### src/rtl/vga_timing_gen_if.sv
// Raster timing bundle between the VGA timing generator and the pattern/colour stage.
// The generator drives every signal; the colour stage only observes.
interface vga_timing_gen_if;
    logic       hsync;
    logic       vsync;
    logic       display_on;
    logic [9:0] hpos;
    logic [9:0] vpos;
    logic       frame_start;
    logic [7:0] frame_count;

    modport master (
        output hsync, vsync, display_on, hpos, vpos, frame_start, frame_count
    );

    modport slave (
        input  hsync, vsync, display_on, hpos, vpos, frame_start, frame_count
    );
endinterface

### src/rtl/vga_timing_gen.sv
// 640x480@60 Hz VGA raster timing: pixel/line counters, registered syncs and
// display flag, a frame-start strobe and an 8-bit frame counter.
module vga_timing_gen #(
    parameter int H_DISPLAY   = 640,
    parameter int H_FRONT     = 16,
    parameter int H_SYNC      = 96,
    parameter int H_BACK      = 48,
    parameter int V_DISPLAY   = 480,
    parameter int V_FRONT     = 10,
    parameter int V_SYNC      = 2,
    parameter int V_BACK      = 33,
    parameter bit SYNC_ACTIVE = 1'b0
) (
    input  logic                clk,
    input  logic                rst_n,
    vga_timing_gen_if.master    vga
);

    localparam int H_TOTAL = H_DISPLAY + H_FRONT + H_SYNC + H_BACK;
    localparam int V_TOTAL = V_DISPLAY + V_FRONT + V_SYNC + V_BACK;

    generate
        if (H_TOTAL > 1024 || V_TOTAL > 1024) begin : g_bad_total
            $error("vga_timing_gen: H_TOTAL and V_TOTAL must not exceed 1024");
        end
    endgenerate

    localparam logic [9:0] H_LAST       = 10'(H_TOTAL - 1);
    localparam logic [9:0] V_LAST       = 10'(V_TOTAL - 1);
    localparam logic [9:0] H_VISIBLE    = 10'(H_DISPLAY);
    localparam logic [9:0] V_VISIBLE    = 10'(V_DISPLAY);
    localparam logic [9:0] H_SYNC_START = 10'(H_DISPLAY + H_FRONT);
    localparam logic [9:0] H_SYNC_END   = 10'(H_DISPLAY + H_FRONT + H_SYNC - 1);
    localparam logic [9:0] V_SYNC_START = 10'(V_DISPLAY + V_FRONT);
    localparam logic [9:0] V_SYNC_END   = 10'(V_DISPLAY + V_FRONT + V_SYNC - 1);

    logic [9:0] r_hpos;
    logic [9:0] r_vpos;
    logic       r_hsync;
    logic       r_vsync;
    logic       r_display_on;
    logic       r_frame_start;
    logic [7:0] r_frame_count;

    logic       w_h_wrap;
    logic [9:0] w_hpos_next;
    logic [9:0] w_vpos_next;
    logic       w_hs_act;
    logic       w_vs_act;
    logic       w_vs_rise;

    // Flags are decoded from the next-state counters so they land in the same
    // cycle as the coordinates they describe.
    assign w_h_wrap    = (r_hpos == H_LAST);
    assign w_hpos_next = w_h_wrap ? 10'd0 : r_hpos + 10'd1;
    assign w_vpos_next = !w_h_wrap        ? r_vpos :
                         (r_vpos == V_LAST) ? 10'd0 : r_vpos + 10'd1;

    assign w_hs_act  = (w_hpos_next >= H_SYNC_START) && (w_hpos_next <= H_SYNC_END);
    assign w_vs_act  = (w_vpos_next >= V_SYNC_START) && (w_vpos_next <= V_SYNC_END);
    assign w_vs_rise = w_vs_act && (r_vsync != SYNC_ACTIVE);

    // NOTE: sequential state uses non-blocking assignments so every register
    // samples the pre-edge values, independent of statement order.
    always_ff @(posedge clk or negedge rst_n) begin
        if (!rst_n) begin
            r_hpos        <= H_LAST;
            r_vpos        <= V_LAST;
            r_hsync       <= ~SYNC_ACTIVE;
            r_vsync       <= ~SYNC_ACTIVE;
            r_display_on  <= 1'b0;
            r_frame_start <= 1'b0;
            r_frame_count <= 8'd0;
        end else begin
            r_hpos        <= w_hpos_next;
            r_vpos        <= w_vpos_next;
            r_hsync       <= w_hs_act ? SYNC_ACTIVE : ~SYNC_ACTIVE;
            r_vsync       <= w_vs_act ? SYNC_ACTIVE : ~SYNC_ACTIVE;
            r_display_on  <= (w_hpos_next < H_VISIBLE) && (w_vpos_next < V_VISIBLE);
            r_frame_start <= (w_hpos_next == 10'd0) && (w_vpos_next == 10'd0);
            if (w_vs_rise) begin
                r_frame_count <= r_frame_count + 8'd1;
            end
        end
    end

    assign vga.hpos        = r_hpos;
    assign vga.vpos        = r_vpos;
    assign vga.hsync       = r_hsync;
    assign vga.vsync       = r_vsync;
    assign vga.display_on  = r_display_on;
    assign vga.frame_start = r_frame_start;
    assign vga.frame_count = r_frame_count;

endmodule

### src/flat_wrapper.sv
// flat-port wrapper written by rule: the top's interface ports become plain ports
module vga_timing_gen_flat 
#(
    parameter int H_DISPLAY   = 640,
    parameter int H_FRONT     = 16,
    parameter int H_SYNC      = 96,
    parameter int H_BACK      = 48,
    parameter int V_DISPLAY   = 480,
    parameter int V_FRONT     = 10,
    parameter int V_SYNC      = 2,
    parameter int V_BACK      = 33,
    parameter bit SYNC_ACTIVE = 1'b0
)
  (clk, rst_n, vga_hsync, vga_vsync, vga_display_on, vga_hpos, vga_vpos, vga_frame_start, vga_frame_count);
  vga_timing_gen_if vga_i ();
  input  logic clk;
  input  logic rst_n;
  output wire logic [$bits(vga_i.hsync)-1:0] vga_hsync;
  output wire logic [$bits(vga_i.vsync)-1:0] vga_vsync;
  output wire logic [$bits(vga_i.display_on)-1:0] vga_display_on;
  output wire logic [$bits(vga_i.hpos)-1:0] vga_hpos;
  output wire logic [$bits(vga_i.vpos)-1:0] vga_vpos;
  output wire logic [$bits(vga_i.frame_start)-1:0] vga_frame_start;
  output wire logic [$bits(vga_i.frame_count)-1:0] vga_frame_count;
  assign vga_hsync = vga_i.hsync;
  assign vga_vsync = vga_i.vsync;
  assign vga_display_on = vga_i.display_on;
  assign vga_hpos = vga_i.hpos;
  assign vga_vpos = vga_i.vpos;
  assign vga_frame_start = vga_i.frame_start;
  assign vga_frame_count = vga_i.frame_count;
  vga_timing_gen #(.H_DISPLAY(H_DISPLAY), .H_FRONT(H_FRONT), .H_SYNC(H_SYNC), .H_BACK(H_BACK), .V_DISPLAY(V_DISPLAY), .V_FRONT(V_FRONT), .V_SYNC(V_SYNC), .V_BACK(V_BACK), .SYNC_ACTIVE(SYNC_ACTIVE)) u_core (.clk(clk), .rst_n(rst_n), .vga(vga_i));
endmodule
### config.mk
export PLATFORM = sky130hd
export DESIGN_NAME = vga_timing_gen_flat
export DESIGN_NICKNAME = d
export VERILOG_FILES = /design/src/rtl/vga_timing_gen_if.sv /design/src/rtl/vga_timing_gen.sv /design/src/flat_wrapper.sv
export SDC_FILE = /design/constraint.sdc
export NUM_CORES = 1
export LEC_CHECK = 0
export CORE_MARGIN = 2
export CORE_UTILIZATION = 40
export CTS_CLUSTER_DIAMETER = 150
export DETAILED_ROUTE_END_ITERATION = 10
export HOLD_SLACK_MARGIN = 0.02
export PLACE_DENSITY = 0.65
export SYNTH_ARGS = -nofsm -noshare
export SYNTH_HDL_FRONTEND = slang
export SYNTH_SLANG_ARGS = --single-unit
### constraint.sdc
create_clock -name clk -period 3.53 [get_ports clk]
set_clock_uncertainty 0.05 [all_clocks]
set_input_delay 0.706 -clock clk [delete_from_list [all_inputs] [get_ports clk]]
set_output_delay 0.706 -clock clk [all_outputs]
set_load 0.02 [all_outputs]
==> flow_summary.json <==
{
  "slew_headroom_pct": 51.8,
  "drive_above_1_share_pct": 14.6,
  "die_h_um": 69.9,
  "tightest_slew_ns": 0.715,
  "tns_ns": 0,
  "die_w_um": 69.9,
  "gr-usage-all-layers_pct": 18.6,
  "route.vias.total": 1519,
  "antenna_found_initial": 0,
  "synthArstFlopShare_pct": 100,
  "hp-class": "flop to flop",
  "slew_viol_final": 0,
  "root_buffer": "clkbuf_8",
  "final_cell_mix": "clkdlybuf4s50_1 (33), dfrtp_1 (20), nand2_1 (14), xor2_1 (13), dfstp_2 (12)",
  "ys_types": 42,
  "cts.sinks": 32,
  "hold_viol": 0,
  "cp.arrival_ns": 3.36,
  "cts_resized": 0,
  "yosysSeqAreaShare_pct": 47.0,
  "ys.flop_type": "dfrtp_1",
  "final_antenna_net_count": 0,
  "cts_tree": "done",
  "final-seq-area_um2": 816,
  "outcome": "finished clean",
  "first_pass_iters": 4,
  "setup_viol": 0,
  "insertion_delay_ns": 0.28,
  "num_rows": 23,
  "maxCapViolCount": 0,
  "multiInputGateArea_um2": 851,
  "post_cts_buffers": 0,
  "die_area_um2": 4880,
  "vias_per_cell": 5.78,
  "gp_congestion": 0.915,
  "routed_wl_um": 4340,
  "worstPathRequired_ns": 3.66,
  "cpMaxStageDelayCell": "dfstp_2",
  "dpl.hpwl_um": 3090,
  "coreArea_um2": 4090,
  "rsz0062_at_grt": "false",
  "first_global_vias": 1445,
  "start_util_pct": 42.5,
  "power_leakage_nw": 0.945,
  "layout_commonest_cell": "clkdlybuf4s50_1",
  "grt_max_degree": 33,
  "synthCells": 173,
  "peakVddDrop_mv": 0.189,
  "slowest_delay_ns": 0.57,
  "cts_buffer_depth": 2,
  "period_share_pct": 91.3,
  "final_area_um2": 2220,
  "crit_path_cell_trace": "ha_1 -> nand4_1 -> or3_1 -> or4b_1 -> o211a_1 -> or4_4 -> nor4_2",
  "ys_warn_count": 0,
  "grt_pass1_wl_um": 7180,
  "area_growth_pct": 28.2,
  "overflow": 0,
  "fill_cells": 369,
  "start_kind": "flop",
  "drc": 0,
  "final_util_pct": 54.4,
  "worst_hold_slack_ns": 0.420,
  "period_minus_slack_ns": 3.22,
  "clk_pin_slew_ns": 0.06,
  "htree_num_levels": 2,
  "crit_fanout": 12,
  "syn_avg_cell_area_um2": 10.0,
  "synthesis.area_um2": 1740,
  "fmax_ghz": 0.310,
  "syn_nets": 180,
  "finalPower_uw": 660,
  "place.port_buffers": 33,
  "dpl_cell_area_um2": 2130,
  "cp-end-kind": "flop",
  "ioPinCount": 34,
  "n_antenna_cell": 0,
  "ys_ff_latch": 32,
  "power_density_nw_per_um2": 297,
  "r2r_slack_ns": 0.31,
  "drt-initial-drc-count": 191,
  "synth_edf_count": 0,
  "critical_path_class": "flop to flop",
  "fin_nets": 219,
  "routedWlPerCell_um": 16.5,
  "cts-buffers-inserted": 5,
  "hold_buffers": 0
}
registers in the layout, summed over array words and instances, names as in the netlist:
register,count
u_core.vga.hpos,10
u_core.vga.vpos,10
u_core.vga.hsync,1
u_core.vga.frame_count,8
u_core.vga.vsync,1
u_core.vga.display_on,1
u_core.vga.frame_start,1
synth_stat cells, types with 2 or more instances:
master,n,area [um2]
nand4b_1,2,17.5
o21ai_0,10,50.1
xor2_1,13,114
nor4_1,11,68.8
a21oi_1,3,15.0
nand2_1,14,52.6
dfrtp_1,20,500
or3_1,7,43.8
nor3_1,7,35.0
xnor2_1,4,35.0
a31oi_1,3,18.8
ha_1,5,62.6
nand4_1,5,31.3
and4_1,2,17.5
and3_1,2,12.5
nand3_1,6,30.0
inv_1,10,37.5
dfstp_2,12,315
clkbuf_1,4,15.0
mux2_2,2,22.5
nand2b_1,4,25.0
nor2_1,5,18.8
o2111ai_1,3,26.3
logic make-up (layout without fill, tap and decap cells):
family	Yosys count	after routing	synth area share, %
adder cells (fa/ha/maj)	5	5	3.60
multiplexers	2	2	1.30
AO/OA/AOI/OAI	27	27	10.2
buffers and inverters	16	56	3.97
AND/OR/NAND/NOR	74	74	25.3
flip-flops	32	32	47.0
XOR/XNOR	17	17	8.58
cell type report:
type                            instances  share of cell area, %
Multi-Input combinational cell        125                   38.2
Sequential cell                        32                   36.7
Timing Repair Buffer                   38                   16.5
Clock buffer                            8                   4.05
Tap cell                               50                   2.81
Inverter                               10                   1.69
stage by stage:
stage | instances | worst slack, ns
detailed placement | 255 | 0.342
floorplan | 173 | 0.431
global route | 263 | 0.119
CTS | 263 | 0.325
global placement | 255 | 0.407
finish | 263 | 0.305
power breakdown:
part / total, mW / internal, mW / leakage, nW / switching (mW)
Sequential: 0.368 / 0.368 / 0.394 / 0
Clock: 0.284 / 0.159 / 0.0455 / 0.126
Combinational: 0.00858 / 0.00169 / 0.506 / 0.00689
Total: 0.660 / 0.528 / 0.945 / 0.132
final timing paths:
path,cells past startpoint,from,end
max in group asynchronous,2,rst_n,u_core.vga.vsync
min in group asynchronous,2,rst_n,u_core.vga.vpos[0]
worst min register to register,1,u_core.vga.frame_count[7],u_core.vga.frame_count[7]
worst max register to register,7,u_core.vga.hpos[0],u_core.vga.frame_start
worst max-delay path,7,u_core.vga.hpos[0],u_core.vga.frame_start
worst min-delay path,1,u_core.vga.frame_count[7],u_core.vga.frame_count[7]
worst max-delay path, delay by kind of cell, from the launching register on:
kind	cells	cell delay (ns)
simple gates	5	2.04
flops	1	0.57
compound gates	1	0.22
fa+ha+maj	1	0.25
layer usage:
layer / global-route usage, % / wire length [um] / vias to the layer above
li1: - / - / 715
met1: 24.1 / 1910 / 743
met2: 29.6 / 2140 / 56
met3: 4.91 / 222 / 5
met4: 7.69 / 63 / 0
met5: 0 / 0 / -
No activity file was read; power rests on OpenSTA's default activity.
==> patch: new RTL, same settings <==
`SYNC_ACTIVE` is set to 1'b0 in 2 places; all go to 1'b1.
--- a/src/rtl/vga_timing_gen.sv
+++ b/src/rtl/vga_timing_gen.sv
@@ -11,3 +11,3 @@
     parameter int V_BACK      = 33,
-    parameter bit SYNC_ACTIVE = 1'b0
+    parameter bit SYNC_ACTIVE = 1'b1
 ) (
--- a/src/flat_wrapper.sv
+++ b/src/flat_wrapper.sv
@@ -11,3 +11,3 @@
     parameter int V_BACK      = 33,
-    parameter bit SYNC_ACTIVE = 1'b0
+    parameter bit SYNC_ACTIVE = 1'b1
 )
Check against the original RTL: not equivalent (Yosys sat finds a counterexample within 4 cycles, from zero or initial values and one cycle with rst_n low).
==> patch against the original RTL <==
Count of clock-buffer cells in the layout fell by 3. Routed wire length shrank 0.25%. Critical path depth did not move. Synthesized cell count is 11% higher. Setup slack improved by 0.082 ns. Worst hold slack hardly changed. Core utilization fell by 2.4 points. Power grew 10%. Critical endpoint is now u_core.vga.frame_count[1]. Maximum frequency rose by 2.6%. Synthesized area is 10% higher. Cell area up 9.0%. Largest power group unchanged. First-iteration DRC count is 14% lower. Sequential cell count unchanged. Highest routed layer unchanged.
==> patch: results <==
set metrics [dict create \
    status "finished, final reports clean" \
    grt_pass1_vias 1460 \
    fp-row-count 25 \
    clk_pin_slew_worst_paths_ns 0.08 \
    max-vdd-ir-drop_v 0.000172 \
    synth_xor_area_frac 0.0914 \
    postLayoutCoreUtil 0.520 \
    layout.cells.non_filler 285 \
    route.met3.wl_um 173 \
    holdWs_ns 0.420 \
    synth_fp_nets 199 \
    power.leakage_uw 0.000991 \
    synthAdderAreaFrac 0.0326 \
    drt_iter0_drc 165 \
    via_per_inst 5.67 \
    grt_antenna_before_repair 0 \
    rrSetupSlack_ns 0.39 \
    antenna_cells 0 \
    reg2reg_depth 7 \
    grt_max_degree 33 \
    worst_r2r_endpoint "u_core.vga.frame_count[1]" \
    hp-class "reg2reg" \
    use_met3 0.0359 \
    path_max_fanout 8 \
    yosys.cell_types.count 50 \
    multi_input_area_share 0.424 \
    met1_usage 0.242 \
    wl_met1_um 2050 \
    synth-warning-count 0 \
    finalWeightedCongestion 0.833 \
    synth_compound_area_frac 0.151 \
    relSlewSlack 0.679 \
    grt_pass1_wl_um 7250 \
    slowest_stage "dfstp_2" \
    yosysSeqAreaShare 0.424 \
    dr_wl_met2_um 2040 \
    yosys-top-cells-count "dfrtp_1, nand2_1, xor2_1" \
    finalWirelength_um 4330 \
    sh_seq_area 0.335 \
    clockBufferCount 5 \
    buf_share 0.152 \
    clk_share 0.0459 \
    synth.area.top_cells "dfrtp_1, dfstp_2, xor2_1, ha_1, a2111oi_1" \
    r2r-start "u_core.vga.hpos[0]" \
    critPathArrivalTime_ns 3.25 \
    dpl_worst_slack_ns 0.397 \
    synthCells 192 \
    synthMuxAreaShare 0.00587 \
    nFillCells 438 \
    nets 237 \
    gr-usage-all-layers 0.176 \
    grt_util_met2 0.276 \
    dp_cells 277 \
    multi_input_comb_cells 143 \
    dp_hpwl_um 3140 \
    cp_top_family "compound AO/OA/AOI/OAI gates" \
    dpl_cell_area_um2 2310 \
    drive_gt1_frac 0.134 \
]
## patch: cell types whose count changed in the layout (fill, tap and decap cells not counted), moves of 3 or more
cell,unedited run,this run
a2111oi_1,0,6
nand3_1,6,11
nor2_1,5,11
nor4_1,11,5
o2111ai_1,3,0
o31ai_1,0,4
or3_1,7,2
## patch: kinds of logic (layout without fill, tap and decap cells)
kind of cell	after synthesis	in the layout
mux	1	1
simple gates	81	81
xor+xnor	20	20
fa+ha+maj	5	5
flops	32	32
compound gates	36	36
buf+inv	17	56
## patch: worst max-delay path by stage
stage	to	slack [ns]	depth (start not counted)
detailed placement	u_core.vga.frame_count[1]	0.40	7
finish	u_core.vga.frame_count[1]	0.39	7
global placement	u_core.vga.frame_count[1]	0.49	7
CTS	u_core.vga.frame_count[1]	0.38	7
floorplan	u_core.vga.frame_count[1]	0.57	7
global route	u_core.vga.frame_count[1]	0.17	7
## patch: power by group
group	switching, µW	leakage, µW	internal (µW)
sequential	0	0.000401	367
clock	143	0.0000541	209
combinational	7.14	0.000536	1.69
